### config.mk
export PLATFORM = sky130hd
export DESIGN_NAME = seri_verici
export DESIGN_NICKNAME = d
export VERILOG_FILES = /design/src/rtl/seri_paket.sv /design/src/rtl/seri_fifo.sv /design/src/rtl/seri_verici.sv
export SDC_FILE = /design/constraint.sdc
export NUM_CORES = 1
export LEC_CHECK = 0
export ABC_AREA = 1
export BUFFER_PORTS_ARGS = -buffer_cell sky130_fd_sc_hd__buf_4
export CAP_MARGIN = 20
export CORE_AREA = 5 5 95 164
export DETAILED_ROUTE_END_ITERATION = 7
export DIE_AREA = 0 0 100 169
export PLACE_DENSITY = 0.8
export SYNTH_ARGS = -nofsm -noshare
export SYNTH_HDL_FRONTEND = slang
export SYNTH_SLANG_ARGS = --single-unit
### constraint.sdc
create_clock -name clk -period 9.9 [get_ports clk]
set_input_delay 0 -clock clk [delete_from_list [all_inputs] [get_ports clk]]
set_output_delay 0 -clock clk [all_outputs]
set_load 0.02 [all_outputs]
### src/rtl/seri_paket.sv
// rtl/seri_paket.sv - register offsets, DURUM bit positions and FSM states for seri_verici
package seri_paket;

  // Word offsets inside the 16-byte window, compared against (adres - base)[3:2].
  localparam logic [1:0] VERI_OFS  = 2'd0;
  localparam logic [1:0] DURUM_OFS = 2'd1;
  localparam logic [1:0] BOLEN_OFS = 2'd2;

  localparam int DOLU_BIT    = 0;
  localparam int BOS_BIT     = 1;
  localparam int MESGUL_BIT  = 2;
  localparam int TASMA_BIT   = 3;
  localparam int DOLULUK_LSB = 8;
  localparam int DOLULUK_MSB = 12;

  typedef enum logic [1:0] {
    IDLE  = 2'd0,
    BASLA = 2'd1,
    VERI  = 2'd2,
    DUR   = 2'd3
  } durum_e;

endpackage

### src/rtl/seri_fifo.sv
// rtl/seri_fifo.sv - synchronous FIFO; a push while full is accepted only alongside a pop
module seri_fifo #(
  parameter int GENISLIK = 8,
  parameter int DERINLIK = 8
) (
  input  logic                        clk,
  input  logic                        rst,
  input  logic                        push_i,
  input  logic [GENISLIK-1:0]         veri_i,
  input  logic                        pop_i,
  output logic [GENISLIK-1:0]         veri_o,
  output logic                        dolu_o,
  output logic                        bos_o,
  output logic [$clog2(DERINLIK):0]   sayi_o
);

  localparam int AW = $clog2(DERINLIK);

  logic [GENISLIK-1:0] mem [DERINLIK];
  logic [AW-1:0]       wr_q, rd_q;
  logic [AW:0]         sayi_q;
  logic                push_ok, pop_ok;

  assign dolu_o  = (sayi_q == (AW+1)'(DERINLIK));
  assign bos_o   = (sayi_q == '0);
  assign sayi_o  = sayi_q;
  assign veri_o  = mem[rd_q];
  assign pop_ok  = pop_i && !bos_o;
  assign push_ok = push_i && (!dolu_o || pop_ok);

  // When full, the slot being written is the one being read out on the same edge.
  always_ff @(posedge clk) begin
    if (push_ok) mem[wr_q] <= veri_i;
  end

  always_ff @(posedge clk or posedge rst) begin
    if (rst) begin
      wr_q   <= '0;
      rd_q   <= '0;
      sayi_q <= '0;
    end else begin
      if (push_ok) wr_q <= wr_q + AW'(1);
      if (pop_ok)  rd_q <= rd_q + AW'(1);
      case ({push_ok, pop_ok})
        2'b10:   sayi_q <= sayi_q + (AW+1)'(1);
        2'b01:   sayi_q <= sayi_q - (AW+1)'(1);
        default: sayi_q <= sayi_q;
      endcase
    end
  end

endmodule

### src/rtl/seri_verici.sv
// rtl/seri_verici.sv - memory-mapped 8N1 UART transmitter with TX FIFO on the data-memory port
module seri_verici
  import seri_paket::*;
#(
  parameter logic [31:0] TABAN_ADRES      = 32'h2000_0000,
  parameter int          FIFO_DERINLIK    = 8,
  parameter logic [15:0] VARSAYILAN_BOLEN = 16'd16
) (
  input  logic        clk,
  input  logic        rst,
  input  logic [31:0] adres,
  input  logic [31:0] yaz_veri,
  input  logic        yaz_gecerli,
  output logic [31:0] oku_veri,
  output logic        sec_gecerli,
  output logic        tx
);

  localparam int CW = $clog2(FIFO_DERINLIK) + 1;

  logic [31:0] ofs;
  logic        yaz, veri_yaz, durum_yaz, bolen_yaz;
  logic        fifo_dolu, fifo_bos, pop, baslat, bit_sonu;
  logic [7:0]  fifo_veri;
  logic [CW-1:0] fifo_sayi;
  logic        unused_ust_bitler;

  durum_e      durum_q, durum_d;
  logic [15:0] bolen_q, bolen_d, div_q, div_d, sayac_q, sayac_d;
  logic [2:0]  bit_q, bit_d;
  logic [7:0]  kaydir_q, kaydir_d;
  logic        tx_q, tx_d, tasma_q, tasma_d;

  assign ofs         = adres - TABAN_ADRES;
  assign sec_gecerli = (ofs < 32'd16);
  assign yaz         = yaz_gecerli && sec_gecerli;
  assign veri_yaz    = yaz && (ofs[3:2] == VERI_OFS);
  assign durum_yaz   = yaz && (ofs[3:2] == DURUM_OFS);
  assign bolen_yaz   = yaz && (ofs[3:2] == BOLEN_OFS);
  assign unused_ust_bitler = ^yaz_veri[31:16];

  seri_fifo #(.GENISLIK(8), .DERINLIK(FIFO_DERINLIK)) u_fifo (
    .clk    (clk),
    .rst    (rst),
    .push_i (veri_yaz),
    .veri_i (yaz_veri[7:0]),
    .pop_i  (pop),
    .veri_o (fifo_veri),
    .dolu_o (fifo_dolu),
    .bos_o  (fifo_bos),
    .sayi_o (fifo_sayi)
  );

  // A same-edge DURUM clear and overflow cannot coincide: they need different offsets.
  assign tasma_d = (veri_yaz && fifo_dolu && !pop) ? 1'b1 :
                   (durum_yaz && yaz_veri[TASMA_BIT]) ? 1'b0 : tasma_q;
  assign bolen_d = bolen_yaz ? yaz_veri[15:0] : bolen_q;
  assign bit_sonu = (sayac_q == div_q - 16'd1);
  assign tx       = tx_q;

  always_comb begin
    durum_d  = durum_q;
    sayac_d  = sayac_q;
    bit_d    = bit_q;
    kaydir_d = kaydir_q;
    div_d    = div_q;
    tx_d     = tx_q;
    pop      = 1'b0;
    baslat   = 1'b0;
    if (durum_q != IDLE) sayac_d = bit_sonu ? 16'd0 : sayac_q + 16'd1;
    case (durum_q)
      IDLE:  baslat = !fifo_bos;
      BASLA: if (bit_sonu) begin
        durum_d = VERI;
        bit_d   = 3'd0;
        tx_d    = kaydir_q[0];
      end
      VERI: if (bit_sonu) begin
        if (bit_q == 3'd7) begin
          durum_d = DUR;
          tx_d    = 1'b1;
        end else begin
          bit_d    = bit_q + 3'd1;
          kaydir_d = {1'b0, kaydir_q[7:1]};
          tx_d     = kaydir_q[1];
        end
      end
      DUR: if (bit_sonu) begin
        durum_d = IDLE;
        baslat  = !fifo_bos;
      end
      default: durum_d = IDLE;
    endcase
    // Starting straight out of the stop bit keeps back-to-back frames gapless.
    if (baslat) begin
      pop      = 1'b1;
      kaydir_d = fifo_veri;
      div_d    = (bolen_q == 16'd0) ? 16'd1 : bolen_q;
      sayac_d  = 16'd0;
      durum_d  = BASLA;
      tx_d     = 1'b0;
    end
  end

  always_ff @(posedge clk or posedge rst) begin
    if (rst) begin
      durum_q  <= IDLE;
      bolen_q  <= VARSAYILAN_BOLEN;
      div_q    <= 16'd1;
      sayac_q  <= 16'd0;
      bit_q    <= 3'd0;
      kaydir_q <= 8'd0;
      tx_q     <= 1'b1;
      tasma_q  <= 1'b0;
    end else begin
      durum_q  <= durum_d;
      bolen_q  <= bolen_d;
      div_q    <= div_d;
      sayac_q  <= sayac_d;
      bit_q    <= bit_d;
      kaydir_q <= kaydir_d;
      tx_q     <= tx_d;
      tasma_q  <= tasma_d;
    end
  end

  always_comb begin
    oku_veri = 32'd0;
    if (sec_gecerli) begin
      case (ofs[3:2])
        DURUM_OFS: begin
          oku_veri[DOLU_BIT]                = fifo_dolu;
          oku_veri[BOS_BIT]                 = fifo_bos;
          oku_veri[MESGUL_BIT]              = (durum_q != IDLE);
          oku_veri[TASMA_BIT]               = tasma_q;
          oku_veri[DOLULUK_MSB:DOLULUK_LSB] = 5'(fifo_sayi);
        end
        BOLEN_OFS: oku_veri[15:0] = bolen_q;
        default:   oku_veri = 32'd0;
      endcase
    end
  end

endmodule
# Word-level counts from Yosys, hierarchy flattened
# Memory sizes are Yosys's and may differ from the RTL's.
# Cells that the tools add are included.
# word_totals
memories,1
in_bits,67
mem_bits_ro,0
reg_bits,73
wordCells,105
latch_bits,0
out_inout_bits,34
ram_bits,64
# op_classes
muxes,36
n_shift,0
n_bitwise,0
n_eq_ne,18
n_addsub,8
n_div,0
n_reduce_logical,30
magnitude_cmp,1
mul,0
# memory_table
name,depth,word_bits,rd,rd_clocked_by_memory_dff,wr,line_no,text
u_fifo.mem,8,8,1,0,1,seri_fifo.sv:19,logic [GENISLIK-1:0] mem [DERINLIK];
# ops
cell,count
$mux 16,5
$lt 32x5->1 const B,1
$mux 8,4
$sub 32x30->32 const B,1
$add 16x1->16 const B,1
$eq 16x16->1,1
$logic_not 16->1,1
$pmux 4 s2,2
$sub 16x1->16 const B,1
$reduce_bool 2->1,7
$mux 3,4
$ne 3x3->1 const B,4
$mux 1,10
$mux 2,5
$pmux 5 s2,1
$add 3x1->3 const B,3
$logic_and 1x1->1,9
$eq 2x2->1 const B,4
$ne 2x2->1 const B,4
$eq 2x1->1 const B,3
$pmux 2 s3,1
$pmux 3 s2,1
$reduce_and 3->1,2
$reduce_and 5->1,1
other kinds (13),17

# Longest topological paths before layout
# Gate-level depths: netlist of run 1.
# depth
word_depth,10
depth_mapped,26
depth_no_buf,26

# Modules after synthesis
# Synthesis of run 1 repeated with hierarchy kept, for this count alone.
# hier_totals
cells_unflattened,830
hier_area_um2,7437.1
# by_module_without_submodules
mod,instances,seq_area_each_um2,area_per_inst_um2,cells_per_inst
seri_verici,1,1580.3,4307.9,576
seri_fifo,1,2172.1,3129.3,254

# Least setup slack after synthesis of run 1
# OpenSTA, ideal clock, no wires.
# synth_path
path_type,register -> register
from,register div_q[0]
to,memory u_fifo.mem[0][0] (enable)
t_arrival_ns,2.816
slack_ns,6.701
path_stages_with_launch,20
required_time_ns,9.517
setup_ns,0.383
path_buffers,0
synth_period_minus_slack_ns,3.199
cell_sequence,dfstp_2 inv_1 ha_1 inv_1 nand2_1 nand2_1 nor2_1 nand2_1 nor2_1 nand2_1 nor2_1 nand3_1 nor2_1 nand2_1 nand2_2 nand3_4 nand2_2 nand2_1 or2_4 nor3_1
# synth_via
elab_chain_len,10
# synth_lines
element,line_no,text
start: declaration,seri_verici.sv:29,"logic [15:0] bolen_q, bolen_d, div_q, div_d, sayac_q, sayac_d;"
start signal: assignment,seri_verici.sv:118,div_q <= div_d;
$sub 16x1->16,seri_verici.sv:58,assign bit_sonu = (sayac_q == div_q - 16'd1);
$eq 16x16->1,seri_verici.sv:58,
$mux 1,seri_verici.sv:88,DUR: if (bit_sonu) begin
$pmux 1 s2,seri_verici.sv:71,case (durum_q)
$mux 1,seri_verici.sv:95,if (baslat) begin
$logic_and 1x1->1,seri_fifo.sv:28,assign pop_ok = pop_i && !bos_o;
$logic_or 1x1->1,seri_fifo.sv:29,assign push_ok = push_i && (!dolu_o || pop_ok);
$logic_and 1x1->1,seri_fifo.sv:29,
$mux 1,seri_fifo.sv:33,if (push_ok) mem[wr_q] <= veri_i;
$mux 1 (implied by the code),seri_fifo.sv:33,
end: declaration,seri_fifo.sv:19,
# No other way between the ends.

# Final worst setup path of run 1
# layout_path
from,register div_q[0]
to,"register u_fifo.sayi_q[2], in the netlist u_fifo.sayi_o[2]"
# layout_via
elab_chain_len,10
word_cells_on_any_way,12
cone_classes,add/sub (1); eq/ne (3); mux (4); reduce/logical (4)
# layout_lines
element,line_no,text
$sub 16x1->16 (*),seri_verici.sv:58,
$eq 16x16->1 (*),seri_verici.sv:58,
$mux 1 (*),seri_verici.sv:88,
$pmux 1 s2 (*),seri_verici.sv:71,
$mux 1 (*),seri_verici.sv:95,
$logic_and 1x1->1 (*),seri_fifo.sv:28,
$logic_or 1x1->1,seri_fifo.sv:29,
$logic_and 1x1->1,seri_fifo.sv:29,
$eq 2x1->1 / $eq 2x2->1 (equally long branches),seri_fifo.sv:44,"case ({push_ok, pop_ok})"
$pmux 4 s2 / $reduce_bool 2->1 (equally long branches),-,
end signal: assignment,seri_fifo.sv:45,2'b10: sayi_q <= sayi_q + (AW+1)'(1);
end signal: assignment,seri_fifo.sv:46,2'b01: sayi_q <= sayi_q - (AW+1)'(1);
end signal: assignment,seri_fifo.sv:47,default: sayi_q <= sayi_q;
end: declaration,seri_fifo.sv:21,logic [AW:0] sayi_q;
# Mark *: on every way between the ends. The rest lies on a longest branch, timed or not.
# A chain may end at the register's enable or synchronous reset.

==> metrics.txt, run 1 <==
# TYPE chip_impl_metric gauge
chip_impl_metric{name="final_min_period_over_clock_period",unit="%"} 40.12
chip_impl_metric{name="cts_setup_buffers",unit=""} 0
chip_impl_info{name="run_status",value="finished, final reports clean"} 1
chip_impl_metric{name="drc",unit=""} 0
chip_impl_metric{name="die_x",unit="um"} 100
chip_impl_metric{name="worst_setup_hold_path_clk_slew",unit="ns"} 0.06
chip_impl_metric{name="worstPathRequired",unit="ns"} 10.20
chip_impl_metric{name="max_slew.worst_pin.slew",unit="ns"} 0.9817
chip_impl_metric{name="initial_drt_markers",unit=""} 338
chip_impl_metric{name="power.internal",unit="W"} 0.001055
chip_impl_metric{name="final.min_clock_period",unit="ns"} 3.972
chip_impl_metric{name="r2r_slack",unit="ns"} 5.93
chip_impl_metric{name="grt_pass1_wl",unit="mm"} 29.39
chip_impl_metric{name="syn_to_final_growth",unit="%"} 19.15
chip_impl_metric{name="tns",unit="ns"} 0
chip_impl_metric{name="drv_cap",unit=""} 0
chip_impl_metric{name="core",unit="mm^2"} 0.01415
chip_impl_metric{name="via_per_inst",unit=""} 5.423
chip_impl_metric{name="post_route_core_utilization",unit="%"} 61.78
chip_impl_metric{name="post_cts_hold_buffer_count",unit=""} 17
chip_impl_metric{name="crit_path_dat",unit="ns"} 4.27
chip_impl_metric{name="ant_nets",unit=""} 0
chip_impl_metric{name="layout_setup_ws",unit="ns"} 5.928
chip_impl_metric{name="first_global_vias",unit=""} 6220
chip_impl_metric{name="detailroute.via_count",unit=""} 6041
chip_impl_metric{name="initial_standard_cell_utilization_of_the_core",unit="%"} 51.85
chip_impl_metric{name="synth-edff-count",unit=""} 64
chip_impl_metric{name="sequential_element_share_of_the_synthesized_area",unit="%"} 51.14
chip_impl_metric{name="clock_buffer_count_from_cts",unit=""} 17
chip_impl_metric{name="multiInputGateArea",unit="mm^2"} 0.003113
chip_impl_metric{name="globalRouteTotalUtil",unit="%"} 22.29
chip_impl_metric{name="netlist-cell-type-count",unit=""} 44
chip_impl_metric{name="synth-seq-cells",unit=""} 137
chip_impl_metric{name="antenna_found_initial",unit=""} 0
chip_impl_info{name="cp-start-kind",value="register"} 1
chip_impl_metric{name="power_switching_share",unit="%"} 20.70
chip_impl_metric{name="filler_instances",unit=""} 1174
chip_impl_metric{name="drive_above_1_share",unit="%"} 16.27
chip_impl_metric{name="route.final.wire_length",unit="mm"} 18.06
chip_impl_metric{name="detail_route.wirelength.met1",unit="mm"} 5.938
chip_impl_metric{name="power.density_cell_area",unit="mW/mm^2"} 152.1
chip_impl_metric{name="report.final.hold_viol_count",unit=""} 0
chip_impl_metric{name="dr_wl_met2",unit="mm"} 10.66
chip_impl_metric{name="timing.clock.skew",unit="ns"} 0.01258
chip_impl_metric{name="postSynthAreaPerCell",unit="um^2"} 8.808
chip_impl_metric{name="post_cts_resized",unit=""} 0
chip_impl_metric{name="num_antenna_cells",unit=""} 0
chip_impl_metric{name="pin_count_of_the_biggest_net_entering_global_routing",unit=""} 74
chip_impl_metric{name="switching_power",unit="W"} 0.0002753
chip_impl_metric{name="power.static_leakage",unit="nW"} 3.907
chip_impl_metric{name="power_frac_seq",unit="%"} 45.8
chip_impl_info{name="dr.max_layer_used",value="met4"} 1
chip_impl_metric{name="final_max_slew_viol_count",unit=""} 0
chip_impl_metric{name="final-setup-viol-count",unit=""} 0
chip_impl_info{name="cp-end-kind",value="register"} 1
chip_impl_info{name="synth_flop_cell",value="sky130_fd_sc_hd__dfrtp_1"} 1
chip_impl_metric{name="met3_length",unit="um"} 500
chip_impl_info{name="rsz0062_at_grt",value="no"} 1
chip_impl_metric{name="async_flop_share",unit="%"} 53.28
chip_impl_info{name="hold_class",value="primary input to register"} 1
chip_impl_metric{name="globalRoute.totalOverflow",unit=""} 0
chip_impl_metric{name="worst_slew_margin_rel",unit="%"} 34.55
chip_impl_metric{name="synthCells",unit=""} 833
chip_impl_metric{name="design_power_total",unit="W"} 0.001330
chip_impl_metric{name="dp.cells",unit=""} 1065
chip_impl_metric{name="power.combinational.fraction",unit="%"} 5.9
chip_impl_metric{name="register_area",unit="mm^2"} 0.003752
chip_impl_metric{name="finalNonFillerCells",unit=""} 1114
chip_impl_info{name="cts_root_buf",value="sky130_fd_sc_hd__clkbuf_16"} 1
chip_impl_info{name="tritoncts",value="done"} 1
chip_impl_metric{name="crit_path_max_fanout",unit=""} 46
chip_impl_metric{name="drt_first_pass_iters",unit=""} 5
chip_impl_metric{name="worst_ir_drop_vdd",unit="V"} 0.0001639
chip_impl_metric{name="buffer_levels_on_the_longest_clock_path",unit=""} 2
chip_impl_metric{name="clock_power_share",unit="%"} 48.3
chip_impl_metric{name="placement.setup.worst_slack",unit="ns"} 5.993
chip_impl_metric{name="place.port_buffers",unit=""} 66
chip_impl_metric{name="clk-insertion-delay-late",unit="ns"} 0.41
chip_impl_metric{name="post-dp-hpwl",unit="mm"} 13.35
chip_impl_metric{name="fmaxAchievable",unit="GHz"} 0.2517
chip_impl_metric{name="io_pins",unit=""} 101
chip_impl_metric{name="yosysWarningCount",unit=""} 0
chip_impl_metric{name="fin_nets",unit=""} 1004
chip_impl_metric{name="die_area",unit="mm^2"} 0.01690
chip_impl_metric{name="numClockSinks",unit=""} 137
chip_impl_metric{name="mappedNetlistArea",unit="mm^2"} 0.007337
chip_impl_info{name="setup.worst_path.class",value="register to register"} 1
chip_impl_metric{name="die-height",unit="um"} 169
chip_impl_metric{name="finalWeightedCongestion",unit=""} 0.8925
chip_impl_metric{name="routedWlPerCell",unit="um"} 16.21
chip_impl_metric{name="std_cell_rows",unit=""} 58
chip_impl_metric{name="ctsHtreeMaxLevel",unit=""} 4
[Yosys cell counts (8+ instances only)]
master | number | area (um^2)
sky130_fd_sc_hd__inv_1 | 76 | 285.3
sky130_fd_sc_hd__edfxtp_1 | 64 | 1922
sky130_fd_sc_hd__o211ai_1 | 8 | 60.06
sky130_fd_sc_hd__o22ai_1 | 14 | 87.58
sky130_fd_sc_hd__clkbuf_1 | 14 | 52.55
sky130_fd_sc_hd__a21oi_1 | 13 | 65.06
sky130_fd_sc_hd__dfrtp_1 | 70 | 1752
sky130_fd_sc_hd__buf_4 | 19 | 142.6
sky130_fd_sc_hd__nor2_1 | 106 | 397.9
sky130_fd_sc_hd__ha_1 | 16 | 200.2
sky130_fd_sc_hd__o21ai_0 | 71 | 355.3
sky130_fd_sc_hd__nor3_1 | 15 | 75.07
sky130_fd_sc_hd__nand3_1 | 36 | 180.2
sky130_fd_sc_hd__nand2_1 | 184 | 690.7
sky130_fd_sc_hd__mux2_2 | 16 | 180.2
sky130_fd_sc_hd__xor2_1 | 16 | 140.1
sky130_fd_sc_hd__nor4_1 | 8 | 50.05
[routing by layer]
metal	vias to the layer above	GRT usage [%]
met5	-	0
met4	0	12.84
met3	67	3.629
met2	165	44.46
met1	2861	20.21
li1	2948	-
[cells in the final DEF, fill, tap and decap left out, drive strengths merged, types with 6 or more instances in the layout]
| cell type | count |
|---|---|
| dlygate4sd3 | 17 |
| xor2 | 16 |
| a21oi | 13 |
| inv | 84 |
| nor3 | 15 |
| clkbuf | 21 |
| nand3b | 6 |
| dfrtp | 70 |
| buf | 75 |
| a31oi | 7 |
| mux2 | 16 |
| o22ai | 14 |
| nand2 | 189 |
| edfxtp | 64 |
| conb | 16 |
| o21ai | 73 |
| nand3 | 38 |
| nor4 | 8 |
| ha | 16 |
| nor2 | 114 |
| nand4 | 7 |
| o41ai | 6 |
| o211ai | 8 |
| o221ai | 7 |
[power by group through the flow]
stage               clock [W]  sequential [W]  combinational, W
global route         0.000678        0.000610         0.0000882
detailed placement          0        0.000620         0.0000731
global placement            0        0.000620         0.0000704
finish               0.000642        0.000610         0.0000785
CTS                  0.000645        0.000610         0.0000787
floorplan                   0        0.000619         0.0000462
[cells by family after synthesis]
family | share of synthesized area, %
xor+xnor | 2.507
mux | 2.456
buf+inv | 7.196
compound gates | 10.88
simple gates | 23.04
other cells | 0.05111
fa+ha+maj | 2.728
flops | 51.14
[stage by stage]
step | cell area, um^2 | hold WS [ns]
2_1_floorplan | 7393 | 0.09887
3_3_place_gp | 7954 | 0.2337
3_5_place_dp | 7959 | 0.2373
4_1_cts | 8742 | 0.09174
5_1_grt | 8742 | 0.1317
6_report | 8742 | 0.09589
[sequential cells by signal, summed over array words and instances (netlist names)]
name and count:
bolen_q 16, tx 1, tasma_q 1, u_fifo.rd_q 3
kaydir_q 8, u_fifo.wr_q 3, durum_q 2, sayac_q 16
u_fifo.mem 64, div_q 16, u_fifo.sayi_o 4, bit_q 3
[area by class of cell]
class	count	area share, %
multi-input combinational	591	35.61
inverter	82	3.521
clock buffer	21	5.396
sequential	137	42.92
timing repair buffer	92	8.358
clock inverter	11	1.617
tap	180	2.576
[critical path: stages, from the launching register on]
cell and delay, ns:
sky130_fd_sc_hd__dfstp_2 0.54, sky130_fd_sc_hd__inv_1 0.09, sky130_fd_sc_hd__ha_1 0.31, sky130_fd_sc_hd__inv_1 0.04, sky130_fd_sc_hd__nand2_1 0.05, sky130_fd_sc_hd__nand2_1 0.04
sky130_fd_sc_hd__nor2_1 0.20, sky130_fd_sc_hd__nand2_1 0.08, sky130_fd_sc_hd__nor2_1 0.09, sky130_fd_sc_hd__nand2_1 0.08, sky130_fd_sc_hd__nor2_1 0.10, sky130_fd_sc_hd__nand3_1 0.07
sky130_fd_sc_hd__nor2_1 0.17, sky130_fd_sc_hd__nand2_1 0.13, sky130_fd_sc_hd__nand2_2 0.11, sky130_fd_sc_hd__nand3_4 0.40, sky130_fd_sc_hd__inv_2 0.51, sky130_fd_sc_hd__nand3_1 0.17
sky130_fd_sc_hd__nand2_1 0.11, sky130_fd_sc_hd__inv_1 0.05, sky130_fd_sc_hd__ha_1 0.18, sky130_fd_sc_hd__inv_1 0.06, sky130_fd_sc_hd__nand2_1 0.05, sky130_fd_sc_hd__nand2_1 0.06
sky130_fd_sc_hd__nand2_1 0.07, sky130_fd_sc_hd__nand2_1 0.06, sky130_fd_sc_hd__nand2_1 0.04
[final timing paths]
| kind | startpoint | depth (start not counted) | endpoint |
|---|---|---|---|
| hold / removal | yaz_gecerli | 5 | tasma_q$_DFFE_PP0P_ |
| setup reg to reg | div_q[0]$_DFFE_PP1N_ | 26 | u_fifo.sayi_o[2]$_DFFE_PP0P_ |
| setup / recovery | div_q[0]$_DFFE_PP1N_ | 26 | u_fifo.sayi_o[2]$_DFFE_PP0P_ |
| max in group asynchronous | rst | 4 | bolen_q[7]$_DFFE_PP0P_ |
| hold reg to reg | tasma_q$_DFFE_PP0P_ | 2 | tasma_q$_DFFE_PP0P_ |
| min in group asynchronous | rst | 4 | div_q[2]$_DFFE_PP0N_ |
No activity file was read; power rests on OpenSTA's default activity.
==> run 2, diff against run 1 <==
==> constraint.sdc (replaced) <==
create_clock -name clk -period 4 [get_ports clk]
set_input_delay 0 -clock clk [delete_from_list [all_inputs] [get_ports clk]]
set_output_delay 0 -clock clk [all_outputs]
set_load 0.02 [all_outputs]
==> run 2 against run 1 <==
- non-clock buffer count is 3 higher
- cell area grew 0.30%
- routed wire length grew 2.4%
- hold slack better by 0.023 ns
- via count is 1.2% higher
- clock power grew to 2.5 times the previous value
- sequential cell count unchanged
- critical path type unchanged
- highest routed layer unchanged
==> metrics.txt, run 2 (synthesized netlist as in run 1, its figures left out) <==
# TYPE chip_impl_metric gauge
chip_impl_info{name="critical-path-top-delay-family",value="simple AND/OR/NAND/NOR gates"} 1
chip_impl_metric{name="ant_nets",unit=""} 0
chip_impl_metric{name="cpPeakStageDelay",unit="ns"} 0.54
chip_impl_metric{name="post_cts_hold_buffer_count",unit=""} 17
chip_impl_metric{name="route.final.wire_length",unit="mm"} 18.49
chip_impl_metric{name="place.port_buffers",unit=""} 66
chip_impl_metric{name="drive_above_1_share",unit="%"} 16.65
chip_impl_metric{name="final-setup-viol-count",unit=""} 0
chip_impl_info{name="rsz0062_at_grt",value="no"} 1
chip_impl_metric{name="critical_path.n_buffers_inverters",unit=""} 6
chip_impl_metric{name="tns",unit="ns"} 0
chip_impl_metric{name="syn_to_final_growth",unit="%"} 19.51
chip_impl_info{name="tritoncts",value="done"} 1
chip_impl_info{name="cpMaxStageDelayCell",value="sky130_fd_sc_hd__dfstp_2"} 1
chip_impl_metric{name="fmaxAchievable",unit="GHz"} 0.2878
chip_impl_metric{name="final_min_period_over_clock_period",unit="%"} 86.87
chip_impl_metric{name="final.min_clock_period",unit="ns"} 3.475
chip_impl_metric{name="worst_slew_margin_rel",unit="%"} 35.30
chip_impl_metric{name="timing.clock.skew",unit="ns"} 0.007190
chip_impl_metric{name="power.static_leakage",unit="nW"} 3.922
chip_impl_metric{name="antenna_found_initial",unit=""} 0
chip_impl_metric{name="filler_instances",unit=""} 1143
chip_impl_metric{name="worst_ir_drop_vdd",unit="V"} 0.0003831
chip_impl_metric{name="globalRouteTotalUtil",unit="%"} 22.25
chip_impl_info{name="worst_path_most_repeated_cell",value="sky130_fd_sc_hd__nand2_1"} 1
chip_impl_metric{name="fin_nets",unit=""} 1007
chip_impl_metric{name="worstPathRequired",unit="ns"} 4.31
chip_impl_metric{name="grt_pass1_wl",unit="mm"} 29.21
chip_impl_metric{name="io_pins",unit=""} 101
chip_impl_info{name="setup.worst_path.class",value="register to register"} 1
chip_impl_metric{name="die_area",unit="mm^2"} 0.01690
chip_impl_metric{name="whs",unit="ns"} 0.1189
chip_impl_metric{name="routedWlPerCell",unit="um"} 16.55
chip_impl_metric{name="power.density_cell_area",unit="mW/mm^2"} 377.7
chip_impl_metric{name="cts_setup_buffers",unit=""} 0
chip_impl_info{name="top_register",value="u_fifo.mem"} 1
chip_impl_metric{name="globalRoute.totalOverflow",unit=""} 0
chip_impl_metric{name="report.final.hold_viol_count",unit=""} 0
chip_impl_metric{name="die-height",unit="um"} 169
chip_impl_info{name="run_status",value="finished, final reports clean"} 1
chip_impl_metric{name="largest_reg_flops",unit=""} 64
chip_impl_metric{name="via_per_inst",unit=""} 5.475
chip_impl_metric{name="finalWeightedCongestion",unit=""} 0.8589
chip_impl_info{name="cp-start-kind",value="register"} 1
chip_impl_metric{name="initial_drt_markers",unit=""} 354
chip_impl_metric{name="numClockSinks",unit=""} 137
chip_impl_metric{name="layout_setup_ws",unit="ns"} 0.5252
chip_impl_metric{name="num_antenna_cells",unit=""} 0
chip_impl_metric{name="core",unit="mm^2"} 0.01415
chip_impl_metric{name="drt_first_pass_iters",unit=""} 5
chip_impl_metric{name="placement.setup.worst_slack",unit="ns"} 0.6793
chip_impl_metric{name="max_slew.worst_pin.slew",unit="ns"} 0.9690
chip_impl_metric{name="pin_count_of_the_biggest_net_entering_global_routing",unit=""} 47
chip_impl_metric{name="detailroute.via_count",unit=""} 6116
chip_impl_info{name="cts_root_buf",value="sky130_fd_sc_hd__clkbuf_16"} 1
chip_impl_metric{name="drv_cap",unit=""} 0
chip_impl_metric{name="worst_setup_hold_path_clk_slew",unit="ns"} 0.06
chip_impl_metric{name="final_max_slew_viol_count",unit=""} 0
chip_impl_metric{name="std_cell_rows",unit=""} 58
chip_impl_metric{name="buffer_levels_on_the_longest_clock_path",unit=""} 2
chip_impl_metric{name="clock_buffer_count_from_cts",unit=""} 17
chip_impl_info{name="cp-end-kind",value="register"} 1
chip_impl_metric{name="clk-insertion-delay-late",unit="ns"} 0.42
chip_impl_info{name="most_frequent_cells_in_the_layout",value="sky130_fd_sc_hd__nand2_1, sky130_fd_sc_hd__nor2_1, sky130_fd_sc_hd__buf_4, sky130_fd_sc_hd__inv_1, sky130_fd_sc_hd__o21ai_0"} 1
chip_impl_metric{name="ctsHtreeMaxLevel",unit=""} 4
chip_impl_metric{name="crit_path_max_fanout",unit=""} 45
chip_impl_metric{name="die_x",unit="um"} 100
chip_impl_metric{name="first_global_vias",unit=""} 6122
chip_impl_info{name="layout_commonest_cell",value="sky130_fd_sc_hd__nand2_1"} 1
chip_impl_metric{name="post_cts_resized",unit=""} 0
chip_impl_info{name="hold_class",value="primary input to register"} 1
chip_impl_metric{name="crit_path_dat",unit="ns"} 3.78
chip_impl_metric{name="post-dp-hpwl",unit="mm"} 13.24
chip_impl_metric{name="initial_standard_cell_utilization_of_the_core",unit="%"} 51.85
chip_impl_metric{name="drc",unit=""} 0
-- run 2: cell count changes in the layout (fill, tap and decap cells not counted), sizes merged --
cell,delta
clkinv,+1
inv,+4
clkbuf,-4
clkinvlp,-1
buf,+3
-- run 2: layer usage --
metal	up-vias	global-route usage, %	routed length [um]
met3	76	3.175	638
li1	2957	-	-
met1	2886	19.77	5993
met4	0	13.37	1006
met2	197	44.87	10850
met5	-	0	0
-- run 2: final cells by class --
type,instances,area [um^2],share of cell area (%)
Clock buffer,17,425.4,4.852
Clock inverter,15,188.9,2.155
Inverter,82,307.8,3.510
Multi-Input combinational cell,591,3113,35.50
Sequential cell,137,3752,42.79
Tap cell,180,225.2,2.568
Timing Repair Buffer,95,755.7,8.619
-- run 2: power breakdown --
| part | internal [W] | switching (W) | total, W |
|---|---|---|---|
| Sequential | 0.00150 | 0.0000127 | 0.00151 |
| Combinational | 0.0000822 | 0.000112 | 0.000194 |
| Clock | 0.000993 | 0.000616 | 0.00161 |
| Total | 0.00257 | 0.000741 | 0.00331 |
-- run 2: stage by stage --
stage	utilization (%)	cell area [um^2]	cells	power (W)
after floorplan	-	7393	848	0.001647
after global placement	56.42	7984	1068	0.001709
after detailed placement	56.42	7984	1068	0.001716
after CTS	61.96	8768	1117	0.003319
after global routing	61.96	8768	1117	0.003414
final	61.96	8768	1117	0.003312
-- run 2: final timing paths --
| check | start | end | slack, ns | cells past startpoint |
|---|---|---|---|---|
| max | div_q[0]$_DFFE_PP1N_ | u_fifo.sayi_o[2]$_DFFE_PP0P_ | 0.53 | 27 |
| min | yaz_gecerli | tasma_q$_DFFE_PP0P_ | 0.12 | 5 |
| max reg2reg | div_q[0]$_DFFE_PP1N_ | u_fifo.sayi_o[2]$_DFFE_PP0P_ | 0.53 | 27 |
| min reg2reg | bit_q[2]$_DFFE_PP0P_ | bit_q[2]$_DFFE_PP0P_ | 0.50 | 2 |
| max in group asynchronous | rst | div_q[9]$_DFFE_PP0N_ | 2.70 | 4 |
| min in group asynchronous | rst | bit_q[1]$_DFFE_PP0P_ | 0.37 | 3 |
-- run 2: worst min-delay path, delay by kind of cell --
kind	cells	cell delay (ns)
and+or+nand+nor	3	0.32
buffers and inverters	1	0.11
AOI/OAI and AO/OA	1	0.07
==> run 3, diff against run 2 <==
==> constraint.sdc (replaced) <==
create_clock -name clk -period 3.2 [get_ports clk]
set_input_delay 0.64 -clock clk [delete_from_list [all_inputs] [get_ports clk]]
set_output_delay 0.64 -clock clk [all_outputs]
set_load 0.02 [all_outputs]
==> run 3 against run 2 <==
- power is 27% higher
- clock power is 30% higher
- global-route usage hardly changed
- fmax is 12% higher
- die area stayed put
- sequential power is 25% higher
- highest routed layer unchanged
- first-iteration DRC count is 11% higher
- hold slack worse by 0.015 ns
- critical path depth is 7 lower
==> metrics.txt, run 3 (synthesized netlist as in run 1, its figures left out) <==
# TYPE chip_impl_metric gauge
chip_impl_info{name="run_status",value="finished, final reports clean"} 1
chip_impl_metric{name="fin_nets",unit=""} 1005
chip_impl_metric{name="r2r_slack",unit="ns"} 0.10
chip_impl_metric{name="die-height",unit="um"} 169
chip_impl_metric{name="clk-insertion-delay-late",unit="ns"} 0.43
chip_impl_metric{name="syn_to_final_growth",unit="%"} 20.48
chip_impl_metric{name="clock_buffer_count_from_cts",unit=""} 17
chip_impl_metric{name="route.final.wire_length",unit="mm"} 18.35
chip_impl_metric{name="whs",unit="ns"} 0.1042
chip_impl_metric{name="postPlaceCellArea",unit="mm^2"} 0.008066
chip_impl_metric{name="drv_cap",unit=""} 0
chip_impl_metric{name="antenna_found_initial",unit=""} 0
chip_impl_metric{name="io_pins",unit=""} 101
chip_impl_metric{name="core",unit="mm^2"} 0.01415
chip_impl_info{name="tritoncts",value="done"} 1
chip_impl_metric{name="num_antenna_cells",unit=""} 0
chip_impl_info{name="cp-start-kind",value="register"} 1
chip_impl_metric{name="cpPeakStageDelay",unit="ns"} 0.55
chip_impl_metric{name="worst_setup_hold_path_clk_slew",unit="ns"} 0.06
chip_impl_info{name="worst_path_most_repeated_cell",value="sky130_fd_sc_hd__nand2_2"} 1
chip_impl_metric{name="crit_path_dat",unit="ns"} 3.23
chip_impl_info{name="layout_commonest_cell",value="sky130_fd_sc_hd__nand2_1"} 1
chip_impl_info{name="hold_class",value="primary input to async pin"} 1
chip_impl_metric{name="detailroute.via_count",unit=""} 6123
chip_impl_metric{name="ctsHtreeMaxLevel",unit=""} 4
chip_impl_metric{name="timing.clock.skew",unit="ns"} 0.01215
chip_impl_metric{name="drc",unit=""} 0
chip_impl_metric{name="grt_pass1_wl",unit="mm"} 29.13
chip_impl_metric{name="initial_drt_markers",unit=""} 392
chip_impl_info{name="rsz0062_at_grt",value="yes"} 1
chip_impl_metric{name="finalWeightedCongestion",unit=""} 0.8720
chip_impl_info{name="cpMaxStageDelayCell",value="sky130_fd_sc_hd__dfstp_2"} 1
chip_impl_metric{name="globalRoute.totalOverflow",unit=""} 0
chip_impl_info{name="cp-end-kind",value="register"} 1
chip_impl_metric{name="globalRouteTotalUtil",unit="%"} 22.24
chip_impl_info{name="most_frequent_cells_in_the_layout",value="sky130_fd_sc_hd__nand2_1, sky130_fd_sc_hd__nor2_1, sky130_fd_sc_hd__buf_4, sky130_fd_sc_hd__inv_1, sky130_fd_sc_hd__o21ai_0"} 1
chip_impl_metric{name="final-setup-viol-count",unit=""} 0
chip_impl_metric{name="tns",unit="ns"} 0
chip_impl_info{name="cts_root_buf",value="sky130_fd_sc_hd__clkbuf_16"} 1
chip_impl_metric{name="via_per_inst",unit=""} 5.491
chip_impl_metric{name="report.final.hold_viol_count",unit=""} 0
chip_impl_metric{name="place.port_buffers",unit=""} 66
chip_impl_info{name="critical-path-top-delay-family",value="simple AND/OR/NAND/NOR gates"} 1
chip_impl_metric{name="critical_path.n_buffers_inverters",unit=""} 3
chip_impl_metric{name="largest_reg_flops",unit=""} 64
chip_impl_metric{name="power.static_leakage",unit="nW"} 3.956
chip_impl_metric{name="worst_slew_margin_rel",unit="%"} 35.46
chip_impl_metric{name="worst_ir_drop_vdd",unit="V"} 0.0006546
chip_impl_info{name="reg2reg_to",value="u_fifo.mem[0][7]$_DFFE_PP_"} 1
chip_impl_metric{name="max_slew.worst_pin.slew",unit="ns"} 0.9671
chip_impl_metric{name="first_global_vias",unit=""} 6162
chip_impl_metric{name="final_cell_area",unit="mm^2"} 0.008840
chip_impl_metric{name="power.density_cell_area",unit="mW/mm^2"} 477.0
chip_impl_metric{name="post_cts_hold_buffer_count",unit=""} 0
chip_impl_metric{name="rr_worst_depth",unit=""} 20
chip_impl_info{name="rr_startpoint",value="div_q[0]$_DFFE_PP1N_"} 1
chip_impl_metric{name="ant_nets",unit=""} 0
chip_impl_metric{name="numClockSinks",unit=""} 137
chip_impl_metric{name="placement.setup.worst_slack",unit="ns"} 0.04296
chip_impl_metric{name="fmaxAchievable",unit="GHz"} 0.3230
chip_impl_info{name="top_register",value="u_fifo.mem"} 1
chip_impl_metric{name="pin_count_of_the_biggest_net_entering_global_routing",unit=""} 51
chip_impl_metric{name="die_x",unit="um"} 100
chip_impl_metric{name="std_cell_rows",unit=""} 58
chip_impl_metric{name="design_power_total",unit="W"} 0.004217
chip_impl_info{name="setup.worst_path.class",value="register to register"} 1
chip_impl_metric{name="buffer_levels_on_the_longest_clock_path",unit=""} 2
chip_impl_info{name="crit_path_cell_trace",value="inv_2 > ha_4 > inv_2 > nand2_2 > nand2_2 > nor2_4 > nand2_1 > nor2_1 > nand2_1 > nor2_1 > nand3_1 > nor2_2 > nand2_2 > nand2_2 > nand3_4 > nand2_2 > nand2_2 > or2_4 > nor3_4 > buf_6"} 1
chip_impl_metric{name="worstPathRequired",unit="ns"} 3.33
chip_impl_metric{name="crit_path_max_fanout",unit=""} 8
chip_impl_metric{name="final_max_slew_viol_count",unit=""} 0
chip_impl_metric{name="drt_first_pass_iters",unit=""} 5
chip_impl_metric{name="final.min_clock_period",unit="ns"} 3.096
chip_impl_metric{name="routedWlPerCell",unit="um"} 16.46
chip_impl_metric{name="post-dp-hpwl",unit="mm"} 13.65
chip_impl_metric{name="final_min_period_over_clock_period",unit="%"} 96.76
chip_impl_metric{name="initial_standard_cell_utilization_of_the_core",unit="%"} 51.85
chip_impl_metric{name="drive_above_1_share",unit="%"} 19.47
chip_impl_metric{name="layout_setup_ws",unit="ns"} 0.1037
chip_impl_metric{name="die_area",unit="mm^2"} 0.01690
## run 3: changes by cell type in the layout (fill, tap and decap cells not counted), moves of 3 or more
cell,before,now
sky130_fd_sc_hd__nand2_1,184,180
sky130_fd_sc_hd__inv_6,5,0
sky130_fd_sc_hd__buf_4,78,88
sky130_fd_sc_hd__nor3_1,15,11
sky130_fd_sc_hd__buf_6,0,3
sky130_fd_sc_hd__nor2_1,106,103
sky130_fd_sc_hd__nand2_2,5,8
sky130_fd_sc_hd__dlygate4sd3_1,17,0
## run 3: layer usage
layer	global-route usage [%]	part of all wire, %	up-vias
met5	0	0	-
li1	-	-	2952
met3	3.588	3.4	70
met1	19.90	32	2910
met4	13.61	5.3	0
met2	44.26	59	191
## run 3: how the worst max path moves through the flow
| stage | cells past startpoint | slack (ns) | from | to |
|---|---|---|---|---|
| 3_5_place_dp | 20 | 0.04 | div_q[0]$_DFFE_PP1N_ | u_fifo.mem[6][4]$_DFFE_PP_ |
| 4_1_cts | 20 | 0.008 | div_q[0]$_DFFE_PP1N_ | u_fifo.mem[6][0]$_DFFE_PP_ |
| 3_3_place_gp | 20 | 0.06 | div_q[0]$_DFFE_PP1N_ | u_fifo.mem[0][5]$_DFFE_PP_ |
| 5_1_grt | 20 | -0.07 | div_q[0]$_DFFE_PP1N_ | u_fifo.mem[0][7]$_DFFE_PP_ |
| 6_report | 20 | 0.10 | div_q[0]$_DFFE_PP1N_ | u_fifo.mem[0][7]$_DFFE_PP_ |
| 2_1_floorplan | 19 | 0.0005 | div_q[0]$_DFFE_PP1N_ | u_fifo.mem[0][0]$_DFFE_PP_ |
## run 3: cell type report
cell class / count / area (um^2)
clock buffers: 19 / 432.9
clock inverters: 13 / 201.4
fillers: 1139 / 5311
inverters: 82 / 307.8
multi-input cells: 591 / 3186
flip-flops and latches: 137 / 3752
well taps: 180 / 225.2
repair buffers: 93 / 734.5
## run 3: metrics by stage
stage / std cells / utilization (%)
floorplan: 848 / -
global placement: 1079 / 57.00
detailed placement: 1079 / 57.00
CTS: 1111 / 61.49
global route: 1115 / 62.47
finish: 1115 / 62.47
## run 3: what timing repair did
action | in CTS | in global routing
setup buffers | 0 | 3
hold endpoints to repair | 0 | 0
setup endpoints to repair | 0 | 81
gates resized for setup | 0 | 24
## run 3: power breakdown
part	total [W]	internal, W	leakage, nW	switching [W]
logic	0.000243	0.000101	2.10	0.000142
clock network	0.00209	0.00137	0.306	0.000712
registers	0.00189	0.00187	1.55	0.0000161
total	0.00422	0.00335	3.96	0.000870
